**config.mk**
```make
export PLATFORM = sky130hd
export DESIGN_NAME = seq_decoder
export DESIGN_NICKNAME = d
export VERILOG_FILES = /design/src/rtl/seq_decoder.sv
export SDC_FILE = /design/constraint.sdc
export NUM_CORES = 1
export LEC_CHECK = 0
export BUFFER_PORTS_ARGS = -buffer_cell sky130_fd_sc_hd__buf_2
export CAP_MARGIN = 40
export CORE_MARGIN = 3
export CORE_UTILIZATION = 46
export DETAILED_ROUTE_END_ITERATION = 12
export GPL_TIMING_DRIVEN = 1
export PLACE_DENSITY_LB_ADDON = 0.05
export SYNTH_ARGS = -nofsm -noshare
export SYNTH_HDL_FRONTEND = slang
export SYNTH_SLANG_ARGS = --single-unit
export TNS_END_PERCENT = 50
```
**constraint.sdc**
```tcl
create_clock -name clk -period 1.6 [get_ports clk]
set_input_delay 0.08 -clock clk [delete_from_list [all_inputs] [get_ports clk]]
set_output_delay 0.08 -clock clk [all_outputs]
set_load 0.02 [all_outputs]
```
**src/rtl/seq_decoder.sv**
```systemverilog
// seq_decoder: registered N-to-2^N one-hot decoder with enable gating and a
// built-in scan sequencer that steps the select through every output with a
// programmable dwell time.
//
// Optional build macro: ONESHOT_SCAN_EN
//   defined   -> a scan makes a single pass and parks in HOLD on the last output
//   undefined -> a scan wraps continuously, pulsing scan_done on every wrap
module seq_decoder #(
    parameter int ADDR_W  = 2,
    parameter int DWELL_W = 4
) (
    input  logic                     clk,
    input  logic                     rst_n,
    input  logic                     enable,
    input  logic                     clr,
    input  logic                     load,
    input  logic [ADDR_W-1:0]        addr,
    input  logic                     scan_start,
    input  logic                     scan_stop,
    input  logic [DWELL_W-1:0]       dwell,
    output logic [(1<<ADDR_W)-1:0]   out,
    output logic [ADDR_W-1:0]        sel,
    output logic                     busy,
    output logic                     scan_done
);

    localparam int NOUT = 1 << ADDR_W;
    localparam logic [ADDR_W-1:0] SEL_LAST = '1;

    typedef enum logic [1:0] {
        IDLE = 2'd0,
        HOLD = 2'd1,
        SCAN = 2'd2
    } state_t;

    state_t               state_reg, state_next;
    logic [ADDR_W-1:0]    sel_reg,   sel_next;
    logic [DWELL_W-1:0]   dwell_reg, dwell_next;
    logic [DWELL_W-1:0]   cnt_reg,   cnt_next;
    logic                 done_reg,  done_next;
    logic                 out_en;

    // State register with asynchronous active-low reset.
    always_ff @(posedge clk or negedge rst_n) begin
        if (!rst_n) begin
            state_reg <= IDLE;
            sel_reg   <= '0;
            dwell_reg <= '0;
            cnt_reg   <= '0;
            done_reg  <= 1'b0;
        end else begin
            state_reg <= state_next;
            sel_reg   <= sel_next;
            dwell_reg <= dwell_next;
            cnt_reg   <= cnt_next;
            done_reg  <= done_next;
        end
    end

    // Next-state logic; commands are prioritised clr > scan_stop > scan_start > load.
    always_comb begin
        state_next = state_reg;
        sel_next   = sel_reg;
        dwell_next = dwell_reg;
        cnt_next   = cnt_reg;
        done_next  = 1'b0;

        if (clr) begin
            state_next = IDLE;
            sel_next   = '0;
            cnt_next   = '0;
        end else if (scan_stop) begin
            // Only meaningful while scanning; elsewhere it simply masks
            // the lower-priority commands for this cycle.
            if (state_reg == SCAN) begin
                state_next = HOLD;
                cnt_next   = '0;
            end
        end else if (scan_start) begin
            // Same action from IDLE, HOLD, or as a restart from SCAN.
            state_next = SCAN;
            sel_next   = '0;
            cnt_next   = '0;
            dwell_next = dwell;
        end else begin
            case (state_reg)
                IDLE, HOLD: begin
                    if (load) begin
                        state_next = HOLD;
                        sel_next   = addr;
                    end
                end
                SCAN: begin
                    // enable low pauses the scan: cnt and sel both freeze.
                    if (enable) begin
                        if (cnt_reg == dwell_reg) begin
                            cnt_next = '0;
                            if (sel_reg == SEL_LAST) begin
                                done_next = 1'b1;
`ifdef ONESHOT_SCAN_EN
                                // Single pass: park on the last output.
                                state_next = HOLD;
`else
                                sel_next = '0;
`endif
                            end else begin
                                sel_next = sel_reg + 1'b1;
                            end
                        end else begin
                            cnt_next = cnt_reg + 1'b1;
                        end
                    end
                end
                default: begin
                    state_next = IDLE;
                    sel_next   = '0;
                    cnt_next   = '0;
                end
            endcase
        end
    end

    // Outputs are gated by enable in the same cycle; state is untouched.
    assign out_en    = (state_reg != IDLE) && enable;
    assign sel       = sel_reg;
    assign busy      = (state_reg == SCAN);
    assign scan_done = done_reg;

    // One comparator per output line forms the one-hot decode.
    genvar gi;
    generate
        for (gi = 0; gi < NOUT; gi++) begin : g_dec
            assign out[gi] = out_en && (sel_reg == ADDR_W'(gi));
        end
    endgenerate

endmodule
```
==> results of run 1 <==
==> synth_stat cells (2+ instances only) <==
cell type  number  area [um^2]
ha_1            5         62.6
o2bb2ai_1       3         26.3
and4_1          2         17.5
dfrtp_1        13          325
clkbuf_1        2         7.51
nand2b_1        2         12.5
nand3_1         4         20.0
nor3_1          4         20.0
o21ai_0         2         10.0
mux2_2          4         45.0
a31oi_1         2         12.5
a21oi_1         2         10.0
nor2_1          8         30.0
nand2_1         2         7.51
xnor2_1         4         35.0
nor2b_1         2         12.5
and2_1          4         25.0
inv_1           6         22.5
==> logic make-up after synthesis <==
logic type      count (synthesis)  share of synthesized area (%)
simple gates                   35                           24.1
compound gates                 17                           14.8
flops                          13                           38.4
buf+inv                         9                           4.87
xor+xnor                        5                           5.17
fa+ha+maj                       5                           7.39
mux                             4                           5.32
==> worst max-delay path: cells and delay by family, from the launching register on <==
| kind | cells | cell delay [ns] |
|---|---|---|
| AND/OR/NAND/NOR | 2 | 0.72 |
| flip-flops | 1 | 0.42 |
| AO/OA/AOI/OAI | 2 | 0.37 |
==> what timing repair did <==
item	in CTS	in global routing
endpoints found under the setup margin	0	6
gates resized for setup	0	1
endpoints found under the hold margin	13	0
hold buffers	1	0
==> cell type report <==
class	count	area [um^2]
well taps	24	30.0
multi-input cells	66	485
inverters	6	22.5
clock buffers	4	26.3
flip-flops and latches	13	325
fillers	149	567
repair buffers	27	155
==> layer usage <==
| metal | track usage (%) | vias to the layer above | share of wire (%) |
|---|---|---|---|
| li1 | - | 377 | - |
| met1 | 21.5 | 340 | 48 |
| met2 | 26.2 | 16 | 47 |
| met3 | 4.59 | 0 | 4.8 |
| met4 | 1.42 | 0 | 0 |
| met5 | 0 | - | 0 |
==> final timing paths <==
kind | slack, ns | endpoint | depth (start not counted) | from
max | 0.002 | cnt_reg[2] | 4 | state_reg[1]
min | 0.03 | dwell_reg[3] | 2 | dwell[3]
max reg2reg | 0.002 | cnt_reg[2] | 4 | state_reg[1]
min reg2reg | 0.53 | dwell_reg[3] | 1 | dwell_reg[3]
max in group asynchronous | 1.15 | cnt_reg[3] | 2 | rst_n
min in group asynchronous | 0.22 | cnt_reg[0] | 2 | rst_n
==> through the flow <==
step                      cells  util (%)  hold slack [ns]  worst slack (ns)
after floorplan              88         -           -0.216            0.0483
after global placement      135      62.3          -0.0163            0.0619
after detailed placement    135      62.3          -0.0179            0.0297
after CTS                   140      64.5           0.0256           0.00267
after global routing        140      64.8           0.0226           -0.0590
final                       140      64.8           0.0348           0.00173
==> power breakdown <==
part	internal, uW	switching [uW]	leakage (uW)	total (uW)
clock network	96.5	99.5	0.0000150	196
logic	87.8	96.9	0.000318	185
registers	357	27.5	0.000169	384
total	541	224	0.000502	765
==> reports/results.txt, run 1 <==
critical path class: reg2reg
Leakage: 0.000502 uW
number of global-route vias before repair: 669
Post-DRT Antenna Nets: 0
DP HPWL: 1410 um
grt total ovfl: 0
Post-Syn Area per Cell: 9.63 um^2
CTS Buf Count: 3
GP Congestion: 0.749
largest net degree at the start of global routing: 14
Setup Viol. Count Final: 0
Worst path slowest cell: or4b_4
sequential area share after synthesis: 38.4%
Fin Clk Skew: 0.00463 ns
initial antenna violation count: 0
commonest non-fill, non-tap cell in the layout: buf_2
Die X: 48.9 um
crit start category: flip-flop
slew of the pin with the lowest slew margin: 0.294 ns
Synth Flop Type: dfrtp_1
layout cell share with drive strength beyond 1: 31.0%
Mapped Nets: 106
Pwr Density: 732 nW/um^2
Synth Register Bits: 13
first-pass GRT wire length: 3000 um
most frequent cells in the layout: buf_2 (20), dfrtp_1 (13), nor2_1 (8), inv_1 (6), buf_4 (6)
Max Slew Vio Count: 0
period utilization: 99.9%
# clock sinks: 13
Final nets: 135
PortBufs: 20
Die ar.: 2390 um^2
Synth Cell Area: 847 um^2
Setup TNS: 0 ns
Vias/cell: 5.24
warnings from Yosys: 0
CP Data Arrival Time: 1.79 ns
RSZ-0062 raised after global routing: yes
Rows: 14
crit path cell chain: or4b_4 -> or2_0 -> o32ai_1 -> o2bb2ai_1
later-pin clock latency in the skew report: 0.27 ns
drt wl/cell: 12.4 um
starting density of the core: 52.6%
Final Routed Wirelength: 1730 um
Area Overhead vs Synth: 23.3%
EDFF count, synth: 0
Remaining DRCs: 0
Worst setup EP type: flip-flop
critical path required time: 1.79 ns
Pwr Total: 765 uW
post-layout min period: 1.60 ns
postcts setup bufs: 0
synthesized instance count: 88
n_diodes: 0
Rel. slew slack: 80.4%
Worst path max stage delay: 0.51 ns
Max Cap Viol: 0
CP Max Fanout: 6
CTS tree: yes
cell area after layout: 1040 um^2
worst hold path class: in2reg
Detailed Route Iter0 Violations: 8
drt first pass iters: 4
via count: 733
number of distinct library cells after synthesis: 35
I/O pin count: 21
run status: completed
Max VDD drop: 0.543 mV
chip height: 48.9 um
Hold Vio Cnt, Final: 0
clock root buffer: clkbuf_4
H-tree Lvls: 1
CTS Buffer Depth: 2
DP Area: 1000 um^2
asr flop ratio synth: 100%
core area: 1610 um^2
Clock transition at path regs: 0.08 ns
Peak Freq: 626 MHz
GRT Overall Usage: 16.0%
Note: power is estimated with default switching activity, not from simulation.
==> run 2: changes to the inputs <==
- BUFFER_PORTS_ARGS: -buffer_cell sky130_fd_sc_hd__buf_2 -> -buffer_cell sky130_fd_sc_hd__buf_4
==> reports/results.txt, run 2 (synthesis gave the netlist of run 1 again) <==
period utilization: 98.5%
most frequent cells in the layout: buf_4 (27), dfrtp_1 (13), nor2_1 (8), inv_1 (6), ha_1 (5)
Worst setup EP type: flip-flop
DP HPWL: 1330 um
Worst setup endpoint: sel[0]
CP Data Arrival Time: 1.80 ns
DP Area: 1050 um^2
number of global-route vias before repair: 699
first-pass GRT wire length: 3050 um
Clock transition at path regs: 0.09 ns
Final nets: 136
n_diodes: 0
Hold Vio Cnt, Final: 0
core area: 1610 um^2
Final Core Density: 68.9%
Peak Freq: 635 MHz
Die ar.: 2390 um^2
later-pin clock latency in the skew report: 0.29 ns
Pwr Density: 720 nW/um^2
CTS Buffer Depth: 2
critical path required time: 1.83 ns
Vias/cell: 5.32
Max Cap Viol: 0
CP Buf/Inv Count: 1
crit path cell chain: or4b_4 -> buf_4 -> a311oi_1 -> o32a_1
# clock sinks: 13
Max Slew Vio Count: 0
reg2reg path depth: 4
post-layout min period: 1.58 ns
Area Overhead vs Synth: 31.0%
grt total ovfl: 0
RSZ-0062 raised after global routing: yes
Final Routed Wirelength: 1820 um
H-tree Lvls: 1
CTS tree: yes
Rel. slew slack: 85.0%
chip height: 48.9 um
Detailed Route Iter0 Violations: 18
r2r setup slk: 0.02 ns
initial antenna violation count: 0
cell area after layout: 1110 um^2
GRT Overall Usage: 16.9%
Fin Clk Skew: 0.00738 ns
PortBufs: 20
slew of the pin with the lowest slew margin: 0.223 ns
critical path's top delay family: simple AND/OR/NAND/NOR gates
Max VDD drop: 0.501 mV
CP Max Fanout: 3
GP Congestion: 0.810
Rows: 14
CTS Buf Count: 3
Crit. Startpoint: state_reg[0]
reg-to-reg startpoint: state_reg[0]
FF-to-FF End: sel[0]
Hold Crit Start: dwell[2]
largest net degree at the start of global routing: 14
Hold WS: 0.0252 ns
Die X: 48.9 um
commonest non-fill, non-tap cell in the layout: buf_4
Remaining DRCs: 0
via count: 750
run status: completed
crit start category: flip-flop
critical path class: reg2reg
Worst path max stage delay: 0.50 ns
starting density of the core: 52.6%
stages on the worst setup path: 4
Pwr Total: 799 uW
drt wl/cell: 12.9 um
Post-DRT Antenna Nets: 0
Worst path slowest cell: or4b_4
I/O pin count: 21
Setup Viol. Count Final: 0
worst hold path class: in2reg
Leakage: 0.000521 uW
clock root buffer: clkbuf_4
drt first pass iters: 4
layout cell share with drive strength beyond 1: 32.5%
-- run 2: report_power, final --
group	total (uW)	leakage [uW]	internal (uW)	switching, uW
clock	214	0.0000150	96.9	117
combinational	202	0.000336	105	97.4
sequential	383	0.000169	357	26.4
-- run 2: final cells by class --
| cell class | count | area [um^2] |
|---|---|---|
| timing repair buffer | 28 | 213 |
| multi-input combinational | 66 | 493 |
| fill | 132 | 502 |
| inverter | 6 | 22.5 |
| tap | 24 | 30.0 |
| clock buffer | 4 | 26.3 |
| sequential | 13 | 325 |
-- run 2: worst min path at each step --
stage | endpoint | slack [ns] | depth (start not counted)
4_1_cts | dwell_reg[2] | 0.02 | 2
3_3_place_gp | sel[0] | -0.07 | 1
2_1_floorplan | cnt_reg[0] | -0.22 | 0
6_report | dwell_reg[2] | 0.03 | 2
5_1_grt | dwell_reg[0] | 0.02 | 2
3_5_place_dp | sel[1] | -0.06 | 1
-- run 2: layer usage --
layer | global-route usage, % | part of all wire, %
met5 | 0 | 0
met4 | 9.95 | 2.5
met3 | 3.98 | 7.0
met2 | 24.2 | 42
met1 | 22.9 | 48
-- run 2: worst reg2reg max path, stage by stage (launching register included) --
cell and delay, ns:
dfrtp_1 0.40, or4b_4 0.50, buf_4 0.16, a311oi_1 0.25
o32a_1 0.21
-- run 2: what timing repair did --
item                                    4_1_cts  5_1_grt
hold buffers                                  1        0
pin swaps                                     3        2
endpoints found under the setup margin        1        6
gates resized for setup                       0        4
setup buffers                                 1        0
hold endpoints to repair                     13        0
cloned                                        0        0
-- run 2: stage by stage --
stage | setup TNS, ns | setup WS [ns] | std cells
floorplan | 0 | 0.0483 | 88
global placement | 0 | 0.0677 | 135
detailed placement | 0 | 0.0150 | 135
CTS | 0 | 0.00339 | 141
global route | -0.000497 | -0.000497 | 141
finish | 0 | 0.0240 | 141
==> run 3: changes to the inputs <==
- REMOVE_ABC_BUFFERS: not set -> 1
==> reports/results.txt, run 3 (synthesis gave the netlist of run 1 again) <==
r2r setup slk: -0.003 ns
Detailed Route Iter0 Violations: 13
Leakage: 0.000517 uW
period utilization: 100%
RSZ-0062 raised after global routing: yes
Post-DRT Antenna Nets: 0
clock root buffer: clkbuf_4
cell area after layout: 1100 um^2
first-pass GRT wire length: 3070 um
GP Congestion: 0.752
PortBufs: 20
starting density of the core: 52.6%
Fin Clk Skew: 0.00463 ns
CP Data Arrival Time: 1.80 ns
Final Routed Wirelength: 1730 um
crit start category: flip-flop
Worst setup EP type: flip-flop
initial antenna violation count: 0
Pwr Total: 787 uW
layout cell share with drive strength beyond 1: 33.6%
CTS Buffer Depth: 2
via count: 729
I/O pin count: 21
run status: finished, violations left
Max VDD drop: 0.454 mV
grt total ovfl: 0
# clock sinks: 13
Rows: 14
Max Cap Viol: 0
Remaining DRCs: 0
DP HPWL: 1390 um
Setup Viol. Count Final: 1
Peak Freq: 624 MHz
Final Core Density: 68.6%
Hold WS: 0.0361 ns
reg2reg path depth: 4
worst hold path class: in2reg
chip height: 48.9 um
Die ar.: 2390 um^2
Final nets: 135
critical path required time: 1.79 ns
Worst Hold Depth: 2
n_diodes: 0
Die X: 48.9 um
most frequent cells in the layout: buf_4 (26), dfrtp_1 (12), nor2_1 (8), inv_1 (6), ha_1 (5)
Vias/cell: 5.21
later-pin clock latency in the skew report: 0.27 ns
drt wl/cell: 12.3 um
slew of the pin with the lowest slew margin: 0.240 ns
post-route setup slack: -0.00295 ns
Pwr Density: 712 nW/um^2
Max Slew Vio Count: 0
CP Max Fanout: 5
setup slack after placement: 0.0345 ns
Clock transition at path regs: 0.08 ns
commonest non-fill, non-tap cell in the layout: buf_4
DP Area: 1050 um^2
critical path class: reg2reg
H-tree Lvls: 1
GRT Overall Usage: 16.3%
Hold Vio Cnt, Final: 0
failing checks: setup timing
Area Overhead vs Synth: 30.4%
drt first pass iters: 4
CTS Buf Count: 3
post-layout min period: 1.60 ns
largest net degree at the start of global routing: 14
CTS tree: yes
postcts setup bufs: 0
Rel. slew slack: 83.8%
number of global-route vias before repair: 756
core area: 1610 um^2
==> run 3: changes by cell type in the layout (fill, tap and decap cells not counted), sizes merged <==
| cell | change |
|---|---|
| buf | -1 |
==> run 3: cell type report <==
class,count,area (um^2)
Inverter,6,22.5
Clock buffer,4,26.3
Multi-Input combinational cell,66,494
Fill cell,145,507
Timing Repair Buffer,27,205
Sequential cell,13,327
Tap cell,24,30.0
==> run 3: repair_timing <==
| action | CTS | global route |
|---|---|---|
| gates resized for setup | 0 | 5 |
| hold buffers | 1 | 0 |
| setup endpoints to repair | 0 | 5 |
| hold endpoints to repair | 13 | 0 |
==> run 3: metrics by stage <==
stage | std cells | setup TNS [ns]
floorplan | 85 | 0
global placement | 135 | 0
detailed placement | 135 | 0
CTS | 140 | 0
global route | 140 | -0.142
finish | 140 | -0.00295
==> run 3: per-layer routing <==
metal  vias up  part of all wire, %  global-route usage (%)
met5         -                    0                       0
met4         0                    0                    3.32
met3         0                  5.0                    6.12
met2        17                   49                    27.1
met1       340                   45                    20.0
li1        372                    -                       -
==> run 3: critical path, cell delays in order (launching register included) <==
cell and delay [ns]:
dfrtp_1 0.39, or4b_4 0.55, or2_0 0.22, o32ai_1 0.22, o2bb2ai_1 0.14
==> run 3: path summary, 6_finish.rpt <==
path	startpoint	to
max	state_reg[0]	cnt_reg[2]
min	dwell[0]	dwell_reg[0]
max reg2reg	state_reg[0]	cnt_reg[2]
min reg2reg	dwell_reg[1]	dwell_reg[1]
max in group asynchronous	rst_n	state_reg[1]
min in group asynchronous	rst_n	dwell_reg[3]
==> run 3: power by group <==
| group | leakage, uW | switching, uW | internal (uW) | total [uW] |
|---|---|---|---|---|
| registers | 0.000168 | 28.6 | 357 | 385 |
| logic | 0.000334 | 97.9 | 107 | 205 |
| clock network | 0.0000150 | 99.5 | 96.6 | 196 |
